File: src/rtl/sample_writer.sv
// Commits packed 64-bit ADC sample words to the capture RAM through a small FIFO
// and a waitrequest-style write port; one capture per arm pulse, fixed word count.
module sample_writer #(
    parameter int FIFO_DEPTH    = 8,
    parameter int ADDR_W        = 14,
    parameter int CAPTURE_WORDS = 16384
) (
    input  logic              i_50clk,
    input  logic              i_nreset,
    input  logic              i_arm,
    input  logic [63:0]       i_data,
    input  logic              i_valid,
    output logic              o_ready,
    output logic [ADDR_W-1:0] o_address,
    output logic [63:0]       o_writedata,
    output logic [7:0]        o_byteen,
    output logic              o_write,
    input  logic              i_waitrequest,
    output logic              o_done,
    output logic              o_overflow,
    output logic [ADDR_W:0]   o_count
);

    localparam int              PTR_W     = $clog2(FIFO_DEPTH);
    localparam logic [ADDR_W:0] CAP_WORDS = (ADDR_W + 1)'(CAPTURE_WORDS);

    localparam logic [1:0] ST_IDLE    = 2'd0;
    localparam logic [1:0] ST_CAPTURE = 2'd1;
    localparam logic [1:0] ST_DONE    = 2'd2;

    logic [1:0]        state_reg;
    logic [1:0]        state_next;
    logic [63:0]       fifo_mem [FIFO_DEPTH];
    logic [PTR_W:0]    wr_ptr_reg;
    logic [PTR_W:0]    rd_ptr_reg;
    logic [ADDR_W:0]   push_count_reg;
    logic [ADDR_W-1:0] address_reg;
    logic [ADDR_W:0]   count_reg;
    logic [ADDR_W:0]   count_inc;
    logic              overflow_reg;

    logic        capturing;
    logic        start;
    logic        fifo_empty;
    logic        fifo_full;
    logic        push_want;
    logic        push;
    logic        drop;
    logic        write_req;
    logic        pop;
    logic        last_pop;
    logic [63:0] fifo_head;
    logic [63:0] head_masked;

    assign capturing  = (state_reg == ST_CAPTURE);
    assign start      = i_arm && !capturing;
    assign fifo_empty = (wr_ptr_reg == rd_ptr_reg);
    // Extra pointer MSB distinguishes full from empty when the indices match.
    assign fifo_full  = (wr_ptr_reg[PTR_W] != rd_ptr_reg[PTR_W]) &&
                        (wr_ptr_reg[PTR_W-1:0] == rd_ptr_reg[PTR_W-1:0]);

    // Words beyond the capture length are ignored, not counted as lost.
    assign push_want = capturing && i_valid && (push_count_reg < CAP_WORDS);
    assign push      = push_want && !fifo_full;
    assign drop      = push_want && fifo_full;
    assign write_req = capturing && !fifo_empty;
    assign pop       = write_req && !i_waitrequest;
    assign count_inc = count_reg + 1'b1;
    assign last_pop  = pop && (count_inc == CAP_WORDS);

    assign fifo_head = fifo_mem[rd_ptr_reg[PTR_W-1:0]];

    genvar gi;
    generate
        for (gi = 0; gi < 4; gi++) begin : g_lane
            assign head_masked[16*gi +: 16] = fifo_head[16*gi +: 16] & 16'h3FFF;
        end
    endgenerate

    always_comb begin
        state_next = state_reg;
        case (state_reg)
            ST_IDLE:    if (i_arm) state_next = ST_CAPTURE;
            ST_CAPTURE: if (last_pop) state_next = ST_DONE;
            ST_DONE:    if (i_arm) state_next = ST_CAPTURE;
            default:    state_next = ST_IDLE;
        endcase
    end

    always_ff @(posedge i_50clk) begin
        if (push) begin
            fifo_mem[wr_ptr_reg[PTR_W-1:0]] <= i_data;
        end
    end

    always_ff @(posedge i_50clk or negedge i_nreset) begin
        if (!i_nreset) begin
            state_reg      <= ST_IDLE;
            wr_ptr_reg     <= '0;
            rd_ptr_reg     <= '0;
            push_count_reg <= '0;
            address_reg    <= '0;
            count_reg      <= '0;
            overflow_reg   <= 1'b0;
        end else begin
            state_reg <= state_next;
            if (start) begin
                wr_ptr_reg     <= '0;
                rd_ptr_reg     <= '0;
                push_count_reg <= '0;
                address_reg    <= '0;
                count_reg      <= '0;
                overflow_reg   <= 1'b0;
            end else begin
                if (push) begin
                    wr_ptr_reg     <= wr_ptr_reg + 1'b1;
                    push_count_reg <= push_count_reg + 1'b1;
                end
                if (pop) begin
                    rd_ptr_reg  <= rd_ptr_reg + 1'b1;
                    address_reg <= address_reg + 1'b1;
                    count_reg   <= count_inc;
                end
                if (drop) begin
                    overflow_reg <= 1'b1;
                end
            end
        end
    end

    assign o_ready     = !capturing || !fifo_full;
    assign o_write     = write_req;
    assign o_writedata = write_req ? head_masked : 64'h0;
    assign o_byteen    = write_req ? 8'hFF : 8'h00;
    assign o_address   = address_reg;
    assign o_count     = count_reg;
    assign o_done      = (state_reg == ST_DONE);
    assign o_overflow  = overflow_reg;

endmodule

File: config.mk
export PLATFORM = sky130hd
export DESIGN_NAME = sample_writer
export DESIGN_NICKNAME = d
export VERILOG_FILES = /design/src/rtl/sample_writer.sv
export SDC_FILE = /design/constraint.sdc
export NUM_CORES = 1
export LEC_CHECK = 0
export CAP_MARGIN = 20
export CELL_PAD_IN_SITES_DETAIL_PLACEMENT = 1
export CELL_PAD_IN_SITES_GLOBAL_PLACEMENT = 2
export CORE_UTILIZATION = 30
export DETAILED_ROUTE_END_ITERATION = 8
export GPL_ROUTABILITY_DRIVEN = 0
export PLACE_DENSITY = 0.58
export SLEW_MARGIN = 20
export SYNTH_ARGS = -nofsm -noshare
export SYNTH_HDL_FRONTEND = slang
export SYNTH_SLANG_ARGS = --single-unit
export TNS_END_PERCENT = 10
File: constraint.sdc
create_clock -name i_50clk -period 10.4 [get_ports i_50clk]
set_input_delay 1.56 -clock i_50clk [delete_from_list [all_inputs] [get_ports i_50clk]]
set_output_delay 1.56 -clock i_50clk [all_outputs]
set_load 0.01 [all_outputs]
* Yosys cells after proc, flatten, opt, wreduce, memory -nomap -nowiden
Memories as Yosys holds them, arrays and structs flattened. Cells that the tools add are included.
Storage, ports and cells: bits in registers 55, bits in writable memories 512, output and inout bits 105, memories 1
Memory list:
- fifo_mem | words 8, width 64, rd ports 1, clocked after Yosys merged registers in 0, write ports 1, line 33 | logic [63:0] fifo_mem [FIFO_DEPTH];
Cells by class: add/sub/neg operators 5, order comparisons 1, eq/ne operators 8, multiplexer cells 19, reductions and logical operators 20
Operator list (number):
- two-way mux 62 bit | 1
- two-way mux 15 bit | 4
- adder 15 x 1 -> 15 bit, second input constant | 2
- two-way mux 14 bit | 2
- two-way mux 4 bit | 4
- == test 15 bit, second input constant | 1
- less-than comparator 15 bit, second input constant | 1
- adder 14 x 1 -> 14 bit, second input constant | 1
- logical AND 1 bit | 9
- adder 4 x 1 -> 4 bit, second input constant | 2
- two-way mux 8 bit | 1
- nonzero test 2 bit | 3
- == test 4 bit | 1
- logical NOT 1 bit | 4
- two-way mux 1 bit | 4
- two-way mux 2 bit | 2
- inequality test 2 x 1 -> 1 bit, second input constant | 2
- case mux 2 bit (2 select lines) | 1
- == test 3 bit | 1
- == test 2 x 1 -> 1 bit, second input constant | 1
- == test 2 bit, second input constant | 1
- logical NOT 2 bit | 1
- AND reduction 2 bit | 1
- OR reduction 2 bit | 1
- other kinds (2) | 2

* Longest topological paths before layout
Gate-level depths: netlist of the first run.
depth in word-level cells 7, depth in mapped cells 9, gate-level depth less buffers 6

* Worst setup path after synthesis of the first run
Ideal clock, no wire load.
path kind in2reg, start point input port i_valid, end point memory fifo_mem[4][0] (enable), arrival 6546 ps, data required time 9849 ps, setup slack 3304 ps, cell stages on the path 4, buffers on the path 0, path through nand4bb_1 -> a41oi_1 -> nand2b_1 -> nor3b_1
On the way: word-level cells in the longest chain between the ends 5
RTL lines:
- start: declaration | line 12 | input logic i_valid,
- logical AND 1 bit (2 in a row) | line 63 | assign push_want = capturing && i_valid && (push_count_reg < CAP_WORDS);
- logical AND 1 bit | line 64 | assign push = push_want && !fifo_full;
- two-way mux 1 bit | line 91 | if (push) begin
- two-way mux 1 bit (not written as such) | line 92 | fifo_mem[wr_ptr_reg[PTR_W-1:0]] <= i_data;
- end: declaration | line 33
No other way between the ends.

* Worst setup path in the final report of the first run
start point register rd_ptr_reg[1], end point output port o_byteen[4]
On the way: word-level cells in the longest chain between the ends 4
RTL lines:
- start: declaration | line 35 | logic [PTR_W:0] rd_ptr_reg;
- start signal: assignment | line 120 | rd_ptr_reg <= rd_ptr_reg + 1'b1;
- == test 4 bit | line 57 | assign fifo_empty = (wr_ptr_reg == rd_ptr_reg);
- logical NOT 1 bit | line 66 | assign write_req = capturing && !fifo_empty;
- logical AND 1 bit | line 66
- two-way mux 8 bit | line 134 | assign o_byteen = write_req ? 8'hFF : 8'h00;
- end: declaration | line 16 | output logic [7:0] o_byteen,
No other way between the ends.

==> flow_summary.rst, run 1 <==
.. list-table::
   :header-rows: 1

   * - Metric
     - Value
   * - Outcome
     - complete, but fails checks
   * - Failing checks
     - DRC
   * - Vias per cell
     - 4.811
   * - Post-synthesis average cell area
     - between 15 and 20 sq um
   * - Max FFs per register
     - approximately 450
   * - Portion of the clock cycle consumed by the worst path in the final layout
     - 0.5502
   * - Total setup buffers inserted after CTS
     - 0
   * - Total number of vias
     - 10310
   * - Post-layout total power
     - ~7.0 mW
   * - IO Count
     - roughly 170
   * - Chip width
     - 261.1 microns
   * - Number of antenna violations at the first check in global routing
     - 6
   * - Number of enable-type register cells in the synthesized netlist
     - approximately 450
   * - Fraction of registers with async set or reset after synthesis
     - 0.1093
   * - Worst hold-check slack
     - between 0.5 and 0.6 ns
   * - Number of synthesized register bits
     - 503
   * - Number of hold-slack violations in the final timing report
     - 0
   * - Category of the worst setup path launch point
     - flop
   * - Critical Path Sink Type
     - primary output
   * - Power per Cell Area
     - between 200 and 300 nW/um^2
   * - Mapped Cells
     - between 1000 and 1500
   * - Portion of the post-synthesis area used by sequential elements
     - 0.7366
   * - Yosys top cell area share
     - 0.6682
   * - Max-slew violation count
     - 0
   * - Cts bufs inserted
     - 55
   * - Number of H-tree branching levels
     - 2
   * - Wire length of the first global-routing pass
     - approximately 73000 microns
   * - Overflow after GRT
     - 0
   * - Clock Pin Slew Worst Setup and Hold Paths
     - 0.06 ns
   * - Std-Cell Rows
     - 94
   * - Max VDD drop
     - ~180 uV
   * - Type of the worst setup path
     - reg -> out
   * - Post-layout instance area
     - roughly 24000 sq um
   * - DR WL/cell
     - 22.76 microns
   * - Worst EP arrival
     - approximately 4.2 ns
   * - Post-route setup TNS
     - 0 ns
   * - Remaining antenna violation count
     - 0
   * - Biggest area contributors in the synthesized netlist
     - edfxtp_1 67%, mux4_2 13%, dfrtp_1 6.8%, mux2i_1 2.8%, nor2_1 1.8%
   * - Number of iterations in the first detailed-routing pass
     - 8
   * - Via count of the first global-routing pass
     - approximately 11000
   * - Final HPWL DP
     - ~26000 microns
   * - Cells resized by post-CTS repair
     - 0
   * - Clock tree from TritonCTS
     - done
   * - Total routed wirelength
     - about 50000 microns
   * - Required time worst endpoint
     - about 8.8 ns
   * - Leakage power summed over all cells
     - between 8 and 9 nW
   * - Share of post-route cells with drive strength above 1
     - 0.1776
   * - Final setup violation count
     - 0
   * - Most frequent cells after synthesis
     - 448 x edfxtp_1, 112 x mux4_2, 97 x nor2_1
   * - Number of clock sinks seen by CTS
     - 503
   * - Number of library cell types mapped by synthesis
     - 53
   * - Die Y
     - ~260 microns
   * - Maximum fanout count along the critical path
     - 57
   * - Post-Synthesis Cell Area
     - between 20000 and 25000 sq um
   * - Maximum count of clock buffers along a single path
     - 3
   * - Placed inst area
     - roughly 23000 sq um
   * - Initial detailed-routing violation count
     - 599
   * - Layout Nets
     - around 1300
   * - Highest clock frequency the design can meet
     - about 170 MHz
   * - IO buf count
     - 157
   * - Min cycle time layout
     - 5.722 ns
   * - Count of hold-fix buffers inserted at cts
     - 0
   * - Effective utilization at floorplan
     - 0.3046
   * - Detailed-route DRC error count
     - 9
   * - Synthesis-to-finish area growth
     - 20.94%
   * - Number of warnings issued by yosys
     - 0
   * - Ant diodes
     - 0
   * - Setup repair after global routing missed its margin
     - no
   * - Hold Path Class
     - reg -> reg
   * - Worst Max-Slew Pin Slew
     - just over 1 ns
   * - Max Clock Skew
     - between 0.02 and 0.03 ns
   * - Area of the placeable core
     - ~66000 sq um
   * - Clock insertion delay at the later pin of the skew report
     - between 0.6 and 0.7 ns
   * - Cell taking the most area after synthesis
     - edfxtp_1
   * - Post-synth top flop
     - edfxtp_1
   * - Maximum number of pins on one net before global-route repair
     - ~60
   * - Max Cap Viol
     - 0
   * - Worst relative slew slack
     - 0.3176
   * - CTS Root Cell
     - clkbuf_16
   * - Die area
     - just under 70000 sq um
   * - Count leader, synth
     - edfxtp_1
   * - GRT Overall Usage
     - 0.1451
-- worst max-delay path, stage by stage, from the launching register on --
cell	delay (ns)
dfrtp_4	1.04
xnor2_1	0.30
a41o_4	0.51
buf_4	0.74
inv_2	0.32
clkdlybuf4s50_1	0.57
-- metrics by stage --
stage	std cells	worst slack (ns)	utilization
finish	2142	4.678	0.3684
floorplan	1077	3.304	-
detailed placement	2042	5.067	0.3423
global route	2142	4.368	0.3684
CTS	2142	4.513	0.3684
global placement	2042	5.038	0.3423
-- where the power goes --
| part | leakage (nW) | internal, mW | switching (mW) |
|---|---|---|---|
| registers | 4.77 | 2.55 | 0.233 |
| clock network | 0.840 | 1.07 | 0.799 |
| logic | 2.49 | 1.16 | 1.18 |
-- per-layer routing --
metal  vias to the layer above  track usage  part of all wire
met1                      5450       0.1979              0.46
met2                       181       0.2361              0.48
met4                        12      0.03085             0.015
met3                        73      0.03436             0.047
li1                       4590            -                 -
met5                         -            0            0.0016
-- logic make-up after synthesis --
group | after synthesis | synth area share
other cells | 1 | 0.0001863
buf+inv | 79 | 0.02001
fa+ha+maj | 5 | 0.003107
xor+xnor | 33 | 0.01436
compound gates | 53 | 0.01709
simple gates | 227 | 0.05506
flops | 503 | 0.7366
mux | 169 | 0.1536
-- cell type report --
class	instances	area [sq um]
fillers	6517	41750
flip-flops and latches	503	14840
multi-input cells	495	4981
repair buffers	176	1709
clock buffers	63	1406
well taps	864	1081
clock inverters	37	315.3
inverters	4	16.27
-- placed cells by master, fill, tap and decap left out, types with 4 or more instances in the layout --
cell type        count
bufinv_16            4
nor3_1              14
mux2i_1             57
edfxtp_1           448
clkbuf_1             8
ha_1                 5
a21oi_1              6
clkinv_2            11
clkbuf_16           55
buf_4               19
o21ai_0             24
nand2_1             37
nor2_1              94
and4_1              11
mux4_2             112
nand4_1             12
nand3_1             21
dfrtp_1             52
xnor2_1             18
and3_1               9
conb_1               8
nand2b_1             4
clkdlybuf4s50_1    156
xor2_1              15
clkinv_1            15
-- worst paths after layout --
check                      slack [ns]                   endpoint  cells after the start                      start
max reg2reg                      6.15    o_count[12]$_DFFE_PN0P_                      7  rd_ptr_reg[1]$_DFFE_PN0P_
min in group asynchronous        1.10   o_address[8]$_DFFE_PN0P_                      2                   i_nreset
min reg2reg                      0.50     o_overflow$_DFFE_PN0P_                      2     o_overflow$_DFFE_PN0P_
max                              4.68                o_byteen[4]                      5  rd_ptr_reg[1]$_DFFE_PN0P_
max in group asynchronous        8.65  rd_ptr_reg[2]$_DFFE_PN0P_                      2                   i_nreset
min                              0.50     o_overflow$_DFFE_PN0P_                      2     o_overflow$_DFFE_PN0P_
Note: power is estimated with default switching activity, not from simulation.
==> run 2, diff against run 1 <==
- clock period: 10.4 -> 5.7 ns (I/O delays scaled with it)
==> flow_summary.rst, run 2 (synthesis gave the netlist of run 1 again) <==
.. list-table::
   :header-rows: 1

   * - Metric
     - Value
   * - Outcome
     - complete, but fails checks
   * - Failing checks
     - DRC
   * - Required time worst endpoint
     - about 4.9 ns
   * - Leakage power summed over all cells
     - between 8 and 9 nW
   * - Hold Path Class
     - in -> async
   * - Layout Nets
     - around 1300
   * - Detailed-route DRC error count
     - 16
   * - Capture point of the worst reg-to-reg path
     - o_count[9]$_DFFE_PN0P_
   * - Flop-to-flop setup slack
     - 2.18 ns
   * - Maximum count of clock buffers along a single path
     - 3
   * - Overflow after GRT
     - 0
   * - DR WL/cell
     - 22.01 microns
   * - Number of clock sinks seen by CTS
     - a little over 500
   * - Remaining antenna violation count
     - 0
   * - Synthesis-to-finish area growth
     - 21.71%
   * - Portion of total power attributed to the clock network
     - 0.273
   * - Worst Max-Slew Pin Slew
     - between 1 and 1.5 ns
   * - Std-Cell Rows
     - 94
   * - Die area
     - approximately 70000 sq um
   * - Area of the placeable core
     - about 66000 sq um
   * - Crit-path slowest cell
     - buf_4
   * - Sequential Power Share
     - 0.387
   * - Power per Cell Area
     - between 500 and 600 nW/um^2
   * - Most common cell after layout, fill and taps aside
     - edfxtp_1
   * - Category of the worst setup path launch point
     - flop
   * - Number of hold-slack violations in the final timing report
     - 0
   * - Most frequent cells in the layout
     - 448 x edfxtp_1, 156 x clkdlybuf4s50_1, 112 x mux4_2, 94 x nor2_1, 57 x mux2i_1
   * - Clock tree from TritonCTS
     - done
   * - Clock Pin Slew Worst Setup and Hold Paths
     - 0.06 ns
   * - Setup repair after global routing missed its margin
     - no
   * - Worst EP arrival
     - around 3.6 ns
   * - Wire length of the first global-routing pass
     - 71410 microns
   * - Total setup buffers inserted after CTS
     - 0
   * - Max Clock Skew
     - 0.02598 ns
   * - Portion of the clock cycle consumed by the worst path in the final layout
     - 0.7832
   * - Internal cell power
     - 8.877 mW
   * - Cells resized by post-CTS repair
     - 0
   * - Die Y
     - ~260 microns
   * - IO buf count
     - between 150 and 200
   * - Cts bufs inserted
     - 56
   * - Sw power
     - about 4 mW
   * - Worst relative slew slack
     - 0.3319
   * - Share of power burned in combinational logic
     - 0.340
   * - Total routed wirelength
     - 47190 microns
   * - Max Cap Viol
     - 0
   * - Highest clock frequency the design can meet
     - 224.0 MHz
   * - CTS Root Cell
     - clkbuf_16
   * - Final setup violation count
     - 0
   * - Final HPWL DP
     - 25340 microns
   * - Max VDD drop
     - 266.4 uV
   * - Number of H-tree branching levels
     - 2
   * - Max-slew violation count
     - 0
   * - Number of placed instances with taps included
     - between 2000 and 2500
   * - Clock insertion delay at the later pin of the skew report
     - roughly 0.6 ns
   * - Share of post-route cells with drive strength above 1
     - 0.1759
   * - Count of hold-fix buffers inserted at cts
     - 0
   * - Maximum number of pins on one net before global-route repair
     - 64
   * - Stage delay of the slowest cell on the critical path
     - approximately 0.78 ns
   * - Effective utilization at floorplan
     - 0.3046
   * - Worst r2r path cells
     - 6
   * - Chip width
     - ~260 microns
   * - GRT Overall Usage
     - 0.1406
   * - Min cycle time layout
     - roughly 4.5 ns
   * - Type of the worst setup path
     - reg -> out
   * - Total number of vias
     - 10300
   * - Critical Path Sink Type
     - primary output
   * - Cells along the critical path
     - buf_4 > mux4_2 > mux2i_1 > nor2_1 > clkdlybuf4s50_1
   * - Initial detailed-routing violation count
     - between 500 and 600
   * - Number of iterations in the first detailed-routing pass
     - 8
   * - Final Non-Filler Cells
     - 2144
   * - Switching power as a share of total power
     - 0.3101
   * - Startpoint of the most critical register-to-register path
     - rd_ptr_reg[2]$_DFFE_PN0P_
   * - Maximum fanout count along the critical path
     - 42
   * - Vias per cell
     - slightly below 5
   * - Post-layout total power
     - 12.87 mW
   * - Via count of the first global-routing pass
     - between 10000 and 15000
   * - Max FFs per register
     - between 400 and 500
   * - IO Count
     - ~170
   * - Number of antenna violations at the first check in global routing
     - 6
run 2: cell types whose count changed in the layout (fill, tap and decap cells not counted), sizes merged:
cell / delta
diode: +1
inv: -3
clkbuf: +11
buf: +2
clkinvlp: -2
bufinv: +2
clkinv: -9
run 2: through the flow:
step	util	setup WS (ns)	setup TNS [ns]	hold WS, ns	instance area [sq um]
2_1_floorplan	-	-0.6426	-73.32	0.4584	20160
3_3_place_gp	0.3438	1.689	0	0.4977	22720
3_5_place_dp	0.3438	1.669	0	0.5053	22720
4_1_cts	0.3707	1.121	0	0.4313	24500
5_1_grt	0.3707	0.9562	0	0.4575	24500
6_report	0.3707	1.236	0	0.4105	24500
run 2: power groups by stage:
stage               logic [mW]  registers (mW)  clock network [mW]
finish                    4.38            4.98                3.51
global route              4.79            5.05                3.75
detailed placement        4.54            5.07                   0
global placement          4.52            5.04                   0
floorplan                 2.64            4.93                   0
CTS                       4.56            4.99                3.64
run 2: worst max-delay path by stage:
stage	slack (ns)	depth (start not counted)	end	start
6_report	1.24	5	o_writedata[29]	rd_ptr_reg[0]$_DFFE_PN0P_
3_3_place_gp	1.69	6	fifo_mem[0][44]$_DFFE_PP_	i_valid
3_5_place_dp	1.67	6	fifo_mem[0][19]$_DFFE_PP_	i_valid
4_1_cts	1.12	5	o_writedata[29]	rd_ptr_reg[0]$_DFFE_PN0P_
2_1_floorplan	-0.64	4	fifo_mem[5][0]$_DFFE_PP_	i_valid
5_1_grt	0.96	5	o_writedata[29]	rd_ptr_reg[0]$_DFFE_PN0P_
run 2: critical path: cells and delay by family, from the launching register on:
family                 cells  cell delay (ns)
buffers and inverters      2             1.28
muxes                      2             0.97
DFF                        1             0.66
and+or+nand+nor            1             0.09
run 2: final cells by class:
type	count	area, sq um
Tap cell	864	1081
Sequential cell	503	14840
Clock buffer	74	1469
Clock inverter	25	307.8
Inverter	4	16.27
Antenna cell	1	2.502
Fill cell	6506	41590
Timing Repair Buffer	178	1799
Multi-Input combinational cell	495	4987
run 2: layer usage:
metal  share of wire  track usage  vias up
li1                -            -     4585
met1            0.44       0.1848     5463
met2            0.49       0.2364      173
met3           0.050      0.03242       64
met4           0.016      0.03198       12
met5          0.0016            0        -
